==> src/rtl/traffic_pkg.sv <==
// Shared lamp codes, monitor state encodings and fault-class bit positions
// for the four-way intersection controller and its safety monitor.
package traffic_pkg;

   localparam logic [1:0] CAR_RED  = 2'b00;
   localparam logic [1:0] CAR_GRN  = 2'b01;
   localparam logic [1:0] CAR_YEL  = 2'b10;
   localparam logic [1:0] CAR_LEFT = 2'b11;

   localparam logic [1:0] PED_STOP = 2'b00;
   localparam logic [1:0] PED_WALK = 2'b01;

   typedef enum logic [1:0] {
      MON_IDLE  = 2'b00,
      MON_ARM   = 2'b01,
      MON_RUN   = 2'b10,
      MON_FAULT = 2'b11
   } mon_state_t;

   localparam int F_AXIS   = 0;
   localparam int F_PED    = 1;
   localparam int F_PAIR   = 2;
   localparam int F_TRANS  = 3;
   localparam int F_CYC    = 4;
   localparam int NUM_FAULT = 5;

   typedef struct packed {
      logic [1:0] n;
      logic [1:0] s;
      logic [1:0] e;
      logic [1:0] w;
   } lamp_set_t;

endpackage

==> src/rtl/traffic_car_seq_chk.sv <==
// Flags an illegal car-lamp step between consecutive samples of one direction.
// Purely combinational; no state, no backpressure.
module traffic_car_seq_chk
   import traffic_pkg::*;
(
   input  logic [1:0] prev_code,
   input  logic [1:0] cur_code,
   output logic       illegal
);

   logic legal;

   always_comb begin
      legal = (prev_code == cur_code)
           || (prev_code == CAR_RED  && cur_code == CAR_GRN)
           || (prev_code == CAR_GRN  && cur_code == CAR_YEL)
           || (prev_code == CAR_YEL  && cur_code == CAR_LEFT)
           || (prev_code == CAR_LEFT && cur_code == CAR_YEL)
           || (prev_code == CAR_YEL  && cur_code == CAR_RED);
      illegal = !legal;
   end

endmodule

==> src/rtl/traffic_safety_monitor.sv <==
// Checks intersection lamp/cycle samples, latching a sticky first-fault code and saturating count.
// Fault outputs update one clock after the offending sample; observe-only, no backpressure.
module traffic_safety_monitor
   import traffic_pkg::*;
#(
   parameter int CYCLE_MAX = 68,
   parameter int CYC_W     = 7,
   parameter int ERR_W     = 8
)(
   input  logic             clk,
   input  logic             rst_n,
   input  logic             i_en,
   input  logic             i_clr,
   input  logic [1:0]       i_n_car,
   input  logic [1:0]       i_s_car,
   input  logic [1:0]       i_e_car,
   input  logic [1:0]       i_w_car,
   input  logic [1:0]       i_n_ped,
   input  logic [1:0]       i_s_ped,
   input  logic [1:0]       i_e_ped,
   input  logic [1:0]       i_w_ped,
   input  logic [CYC_W-1:0] i_cycle,
   output logic             o_fault,
   output logic [4:0]       o_fault_code,
   output logic [ERR_W-1:0] o_err_cnt,
   output logic             o_force_red,
   output logic [1:0]       o_state
);

   localparam logic [CYC_W-1:0] CYC_LAST = CYC_W'(CYCLE_MAX);
   localparam logic [CYC_W-1:0] CYC_ONE  = CYC_W'(1);

   mon_state_t          state, state_nxt;
   lamp_set_t           cur_car, prev_car;
   logic [CYC_W-1:0]    prev_cyc;
   logic [CYC_W:0]      prev_inc;
   logic [3:0]          trans_bad;
   logic                check_en;
   logic                cyc_bad;
   logic [NUM_FAULT-1:0] raw_viol, viol;
   logic                any_viol;
   logic                fault;
   logic [4:0]          fault_code;
   logic [ERR_W-1:0]    err_cnt;

   assign cur_car = '{n: i_n_car, s: i_s_car, e: i_e_car, w: i_w_car};

   traffic_car_seq_chk u_seq_n (.prev_code(prev_car.n), .cur_code(cur_car.n), .illegal(trans_bad[0]));
   traffic_car_seq_chk u_seq_s (.prev_code(prev_car.s), .cur_code(cur_car.s), .illegal(trans_bad[1]));
   traffic_car_seq_chk u_seq_e (.prev_code(prev_car.e), .cur_code(cur_car.e), .illegal(trans_bad[2]));
   traffic_car_seq_chk u_seq_w (.prev_code(prev_car.w), .cur_code(cur_car.w), .illegal(trans_bad[3]));

   // Counter wrap CYCLE_MAX -> 1 is the only legal non-increment step.
   assign prev_inc = {1'b0, prev_cyc} + (CYC_W+1)'(1);
   assign cyc_bad  = (i_cycle == '0) || (i_cycle > CYC_LAST)
                  || !(({1'b0, i_cycle} == prev_inc) || (prev_cyc == CYC_LAST && i_cycle == CYC_ONE));

   always_comb begin
      raw_viol          = '0;
      raw_viol[F_AXIS]  = (i_n_car != CAR_RED || i_s_car != CAR_RED)
                       && (i_e_car != CAR_RED || i_w_car != CAR_RED);
      raw_viol[F_PED]   = (i_n_ped != PED_STOP && i_n_car != CAR_RED)
                       || (i_s_ped != PED_STOP && i_s_car != CAR_RED)
                       || (i_e_ped != PED_STOP && i_e_car != CAR_RED)
                       || (i_w_ped != PED_STOP && i_w_car != CAR_RED);
      raw_viol[F_PAIR]  = (i_n_car != i_s_car) || (i_e_car != i_w_car)
                       || (i_n_ped != i_s_ped) || (i_e_ped != i_w_ped);
      raw_viol[F_TRANS] = |trans_bad;
      raw_viol[F_CYC]   = cyc_bad;
   end

   assign check_en = (state == MON_RUN && i_en) || (state == MON_FAULT);
   assign viol     = check_en ? raw_viol : '0;
   assign any_viol = |viol;

   always_comb begin
      state_nxt = state;
      unique case (state)
         MON_IDLE:  if (i_en) state_nxt = MON_ARM;
         MON_ARM:   state_nxt = MON_RUN;
         MON_RUN: begin
            if (any_viol)   state_nxt = MON_FAULT;
            else if (!i_en) state_nxt = MON_IDLE;
         end
         MON_FAULT: state_nxt = MON_FAULT;
         default:   state_nxt = MON_IDLE;
      endcase
      if (i_clr) state_nxt = MON_IDLE;
   end

   always_ff @(posedge clk or negedge rst_n) begin
      if (!rst_n) begin
         state    <= MON_IDLE;
         prev_car <= '0;
         prev_cyc <= '0;
      end else begin
         state <= state_nxt;
         if (state != MON_IDLE) begin
            prev_car <= cur_car;
            prev_cyc <= i_cycle;
         end
      end
   end

   // Clear wins over a same-cycle violation; only the first violating sample sets the code.
   always_ff @(posedge clk or negedge rst_n) begin
      if (!rst_n) begin
         fault      <= 1'b0;
         fault_code <= '0;
         err_cnt    <= '0;
      end else if (i_clr) begin
         fault      <= 1'b0;
         fault_code <= '0;
         err_cnt    <= '0;
      end else if (any_viol) begin
         fault <= 1'b1;
         if (!fault) fault_code <= viol;
         if (err_cnt != '1) err_cnt <= err_cnt + ERR_W'(1);
      end
   end

   assign o_fault      = fault;
   assign o_force_red  = fault;
   assign o_fault_code = fault_code;
   assign o_err_cnt    = err_cnt;
   assign o_state      = state;

endmodule
==> config.mk <==
export PLATFORM = sky130hd
export DESIGN_NAME = traffic_safety_monitor
export DESIGN_NICKNAME = d
export VERILOG_FILES = /design/src/rtl/traffic_pkg.sv /design/src/rtl/traffic_car_seq_chk.sv /design/src/rtl/traffic_safety_monitor.sv
export SDC_FILE = /design/constraint.sdc
export NUM_CORES = 1
export LEC_CHECK = 0
export CAP_MARGIN = 20
export CELL_PAD_IN_SITES_DETAIL_PLACEMENT = 1
export CELL_PAD_IN_SITES_GLOBAL_PLACEMENT = 2
export CORE_UTILIZATION = 33
export CTS_CLUSTER_SIZE = 14
export DETAILED_ROUTE_END_ITERATION = 10
export GPL_TIMING_DRIVEN = 0
export PLACE_DENSITY_LB_ADDON = 0.1
export REMOVE_ABC_BUFFERS = 1
export SETUP_SLACK_MARGIN = 0.15
export SLEW_MARGIN = 40
export SYNTH_ARGS = -nofsm -noshare
export SYNTH_HDL_FRONTEND = slang
export SYNTH_SLANG_ARGS = --single-unit
==> constraint.sdc <==
create_clock -name clk -period 3.74 [get_ports clk]
set_input_delay 0.748 -clock clk [delete_from_list [all_inputs] [get_ports clk]]
set_output_delay 0.748 -clock clk [all_outputs]
set_load 0.02 [all_outputs]
* Word-level counts from Yosys, hierarchy flattened
Index checks and enable logic that the tools add are counted. Widths: inputs -> output; s select.
Operators by class: add/subtract/negate cells 2, $lt $le $gt $ge 1, eq/ne operators 42, multiplexer cells 14, reductions and logical operators 90
Operator list (count):
- $eq 2x2->1 const B | 18
- $logic_or 1x1->1 | 32
- $logic_and 1x1->1 | 27
- $mux 8 | 3
- $reduce_bool 2->1 | 11
- $mux 5 | 4
- $eq 2x1->1 const B | 9
- $logic_not 2->1 | 9
- $add 7x1->8 const B | 1
- $add 8x1->8 const B | 1
- $eq 2x2->1 | 4
- $eq 7x8->1 | 1
- $mux 2 | 4
- $ne 2x2->1 | 4
- $ne 8x8->1 const B | 1
- $pmux 2 s4 | 1
- $eq 7x1->1 const B | 1
- $eq 7x7->1 const B | 1
- $gt 7x7->1 const B | 1
- $logic_not 7->1 | 1
- $reduce_and 2->1 | 3
- $logic_not 1->1 | 5
- $reduce_or 5->1 | 1
- $ne 4x4->1 const B | 1
- other kinds (4) | 5
Storage, ports and cells: register bits after elaboration 31

* Longest topological paths before layout
word-level depth 14, depth in mapped cells 9, mapped depth without buffers 8

* Hierarchy
From an unflattened synthesis, not the netlist that was laid out.
Second synthesis, totals: cells, all modules 198, area, all modules 1956.9 um^2
Modules (own cells, without submodules):
- traffic_safety_monitor | times used 1, cells each 182, area an instance 1836.8 um^2
- traffic_car_seq_chk | times used 4, cells each 4, area an instance 30.0 um^2

* Worst setup path after synthesis
Ideal clock, no wire load.
path type input -> register, start input i_cycle[3], end register err_cnt[2], in the netlist o_err_cnt[2], arrival time 2548 ps, path slack 1105 ps, stages on the path 8, cell sequence or3_1 o21a_1 a2111oi_0 nand4b_1 a21boi_4 buf_6 a211oi_2 a211oi_2
Between the ends: longest elaborated chain between the ends 9
RTL lines:
- from (decl) | RTL line traffic_safety_monitor.sv:22 | input logic [CYC_W-1:0] i_cycle,
- parallel branches: the longest is 4 deep, another holds $gt 7x7->1
- $logic_or 1x1->1 * | RTL line traffic_safety_monitor.sv:56 | || !(({1'b0, i_cycle} == prev_inc) || (prev_cyc == CYC_LAST && i_cycle == CYC_ONE));
- $mux 5 * | RTL line traffic_safety_monitor.sv:73 | assign viol = check_en ? raw_viol : '0;
- $reduce_or 5->1 * | RTL line traffic_safety_monitor.sv:74 | assign any_viol = |viol;
- $reduce_bool 2->1 (no source line) *
- $reduce_and 2->1 (no source line) *
- to (signal assigned) | RTL line traffic_safety_monitor.sv:118 | if (err_cnt != '1) err_cnt <= err_cnt + ERR_W'(1);
- to (decl) | RTL line traffic_safety_monitor.sv:44 | logic [ERR_W-1:0] err_cnt;
Mark *: on every way between the ends. A chain may end at the register's enable or synchronous reset.

* Final worst setup path
start input i_e_car[0], end register err_cnt[7], in the netlist o_err_cnt[7]
Between the ends: longest elaborated chain between the ends 13
RTL lines:
- from (decl) | RTL line traffic_safety_monitor.sv:16 | input logic [1:0] i_e_car,
- $eq 2x1->1 | RTL line traffic_car_seq_chk.sv:15 | || (prev_code == CAR_RED && cur_code == CAR_GRN)
- $logic_and 1x1->1 | RTL line traffic_car_seq_chk.sv:15
- $logic_or 1x1->1 | RTL line traffic_car_seq_chk.sv:15
- $logic_or 1x1->1 | RTL line traffic_car_seq_chk.sv:16 | || (prev_code == CAR_GRN && cur_code == CAR_YEL)
- $logic_or 1x1->1 | RTL line traffic_car_seq_chk.sv:17 | || (prev_code == CAR_YEL && cur_code == CAR_LEFT)
- $logic_or 1x1->1 | RTL line traffic_car_seq_chk.sv:18 | || (prev_code == CAR_LEFT && cur_code == CAR_YEL)
- $logic_or 1x1->1 | RTL line traffic_car_seq_chk.sv:19 | || (prev_code == CAR_YEL && cur_code == CAR_RED);
- $logic_not 1->1 | RTL line traffic_car_seq_chk.sv:20 | illegal = !legal;
- $reduce_or 4->1 | RTL line traffic_safety_monitor.sv:68 | raw_viol[F_TRANS] = |trans_bad;
- $mux 5 * | RTL line traffic_safety_monitor.sv:73
- $reduce_or 5->1 * | RTL line traffic_safety_monitor.sv:74
- $reduce_bool 2->1 (no source line) *
- $reduce_and 2->1 (no source line) *
Every way passes the cells marked *; elsewhere a longest branch is shown, timed or not.

==> impl_metrics.toml <==
[timing]
setup_viol = 0
rsz0062_at_grt = "false"
worstMarginPinSlew_ns = 0.671
maxSlewViolCount = 0
worst_slack_ns = 0.537
max-slew-margin-rel = 0.548
hold_violations = 0
fin_tns_setup_ns = 0
max_freq_mhz = 312
clock_skew_ns = 0.00462
period_needed_ns = 3.20
finalCritPeriodShare = 0.856

[die]
num_rows = 27
dieArea_um2 = 6140
top_level_ports = 44
coreArea_um2 = 5570
fp.dieH_um = 78.4
die_x_um = 78.4
start_util = 0.345

[worst_setup_path]
startpoint_type = "primary input"
crit_chain = "clkdlybuf4s50_1 -> mux2_4 -> a222oi_1 -> a41oi_1 -> nor4_2 -> a21boi_4 -> buf_12 -> nor3_1 -> a211oi_1"
crit_path_top_delay_cell = "clkdlybuf4s50_1"
worstSetupPathType = "in2reg"
worstPathMaxFanout = 19
crit_arrival_ns = 3.39
endpoint_kind = "flip-flop"
cp_slowest_stage_delay_ns = 0.60
worstPathRequired_ns = 3.93

[flow_run]
max_cap_viol_count = 0

[drt]
drt-initial-drc-count = 66
firstDrtPassIters = 4
drc = 0
vias = 1711
wl_um = 5180
drt.antenna.violating_nets = 0
vias_per_cell = 5.45
post_drt_wl_per_cell_um = 16.5

[cells_and_area]
mostFrequentLayoutCells = "42 x clkdlybuf4s50_1, 31 x dfrtp_1, 14 x nand2_1, 14 x xor2_1, 14 x mux2_2"
antenna_cells = 0
drive_above_1_share = 0.136
instances_no_fill = 314
final.fill_count = 635
synthToLayoutAreaGrowth_pct = 31.9
final_common_cell = "clkdlybuf4s50_1"
final_cell_area_um2 = 2540
fin_nets = 272

[power]
pwr-share-seq = 0.419
pwr-share-clk = 0.210
finalPower_mw = 1.31
p_int_mw = 0.837
switching_share = 0.361
ir_worst_vdd_uv = 262
pwr-share-comb = 0.371
power-per-cell-area_nw_per_um2 = 516
p_sw_mw = 0.472
p_leak_nw = 0.982

[synthesis]
synth_cell_type_count = 47
synth_warnings = 0
syn_inst = 199
syn_area_per_cell_um2 = 9.67
ys_seq_area_frac = 0.403
synth_top_area_cell = "dfrtp_1"
syn-cell-area_um2 = 1920
synth_seq_cells = 31
yosys-top-cells-area = "dfrtp_1 40%, mux2_2 8.2%, xor2_1 6.4%"
synth_flop_cell = "dfrtp_1"
async_reset_ff_frac = 1.00
synth_top_area_share = 0.403
synth_edf_count = 0

[clock_network]
cts_tree = "built"
clockBufferDepth = 2
htreeDepth = 2
clkSinkCount = 31
cts_buffers = 5
clk_pin_slew_ns = 0.07
worstSkewPairLatency_ns = 0.28
hold_buffers = 0
clock-root-buffer = "clkbuf_8"

[global_route]
first_global_vias = 1776
grt_max_degree = 20
grt_use_total = 0.185
grt_overflow_total = 0
antenna_found_initial = 0
grt_pass1_wl_um = 8830

[placed_design]
place_hpwl_um = 3980
io_buffers = 43
place_inst = 306
placed_cell_area_um2 = 2430
pre_cts_slack_ns = -0.000691
gp_congestion = 0.843

[run_status]
outcome = "finished clean"

[min_path]
hp-class = "in2async"
[per-stage QoR]
stage / util / hold slack, ns
6_report: 0.455 / 0.394
4_1_cts: 0.452 / 0.406
2_1_floorplan: - / 0.452
5_1_grt: 0.455 / 0.421
3_5_place_dp: 0.436 / 0.504
3_3_place_gp: 0.431 / 0.489
[cell usage after synthesis, types with 2 or more instances]
master,count
o221ai_1,2
nor2b_1,4
nand3_1,6
nor3_1,7
ha_1,3
nor2_1,7
o21ba_2,2
or3_1,2
xor2_1,14
xnor2_1,2
a222oi_1,2
nor4_1,6
clkbuf_1,7
mux2_2,14
dfrtp_1,31
a211oi_1,2
and3_1,2
a41oi_1,3
inv_1,8
a21oi_1,13
nand2_1,14
o21a_1,2
a211oi_2,2
o22ai_1,4
nand4_1,4
nand2b_1,6
o21ai_0,10
[registers in the layout, summed over array words and instances, names as in the netlist]
name	cells
o_fault_code	5
prev_cyc	7
o_err_cnt	8
prev_car	8
o_fault	1
o_state	2
[routing by layer]
metal,up-vias,global-route usage,part of all wire
met4,0,0.0463,0.0091
li1,830,-,-
met5,-,0,0
met1,843,0.223,0.45
met2,33,0.333,0.50
met3,5,0.0395,0.033
[worst paths after layout]
kind | from | endpoint | slack (ns) | cells past startpoint
max | i_e_car[0] | o_err_cnt[7] | 0.54 | 9
min | rst_n | o_err_cnt[2] | 0.39 | 1
max reg2reg | prev_cyc[0] | o_err_cnt[7] | 1.19 | 9
min reg2reg | prev_car[4] | prev_car[4] | 0.52 | 1
max in group asynchronous | rst_n | prev_car[1] | 2.92 | 2
min in group clk | prev_car[4] | prev_car[4] | 0.52 | 1
[repair_timing]
item	CTS	global route
resized for setup	0	0
endpoints found under the hold margin	0	0
setup buffers	0	1
endpoints found under the setup margin	0	6
[power groups by stage]
stage | clock, mW | sequential, mW | combinational (mW)
after floorplan | 0 | 0.536 | 0.308
after global placement | 0 | 0.538 | 0.453
after detailed placement | 0 | 0.551 | 0.479
after CTS | 0.284 | 0.545 | 0.481
after global routing | 0.298 | 0.565 | 0.539
final | 0.275 | 0.548 | 0.486
[kinds of logic (layout without fill, tap and decap cells)]
| logic type | count (synthesis) | count (layout) | share of synthesized area |
|---|---|---|---|
| DFF | 31 | 31 | 0.403 |
| buffers and inverters | 17 | 60 | 0.0390 |
| and+or+nand+nor | 63 | 63 | 0.176 |
| xor gates and xnor gates | 16 | 16 | 0.0728 |
| AOI/OAI and AO/OA | 54 | 54 | 0.200 |
| muxes | 15 | 15 | 0.0897 |
| adders and majority gates | 3 | 3 | 0.0195 |
[critical path, delay by kind of cell]
| kind | cells | cell delay (ns) |
|---|---|---|
| buffers and inverters | 2 | 0.76 |
| multiplexers | 1 | 0.32 |
| AND/OR/NAND/NOR | 2 | 0.49 |
| AO/OA/AOI/OAI | 4 | 1.06 |
[layout make-up]
class / instances / area [µm²] / area share
repair buffers: 45 / 473 / 0.186
multi-input cells: 151 / 1080 / 0.426
clock buffers: 6 / 82.6 / 0.0325
clock inverters: 1 / 5.00 / 0.00197
well taps: 72 / 90.1 / 0.0355
flip-flops and latches: 31 / 776 / 0.306
inverters: 8 / 30.0 / 0.0118
Note: power is estimated with default switching activity, not from simulation.
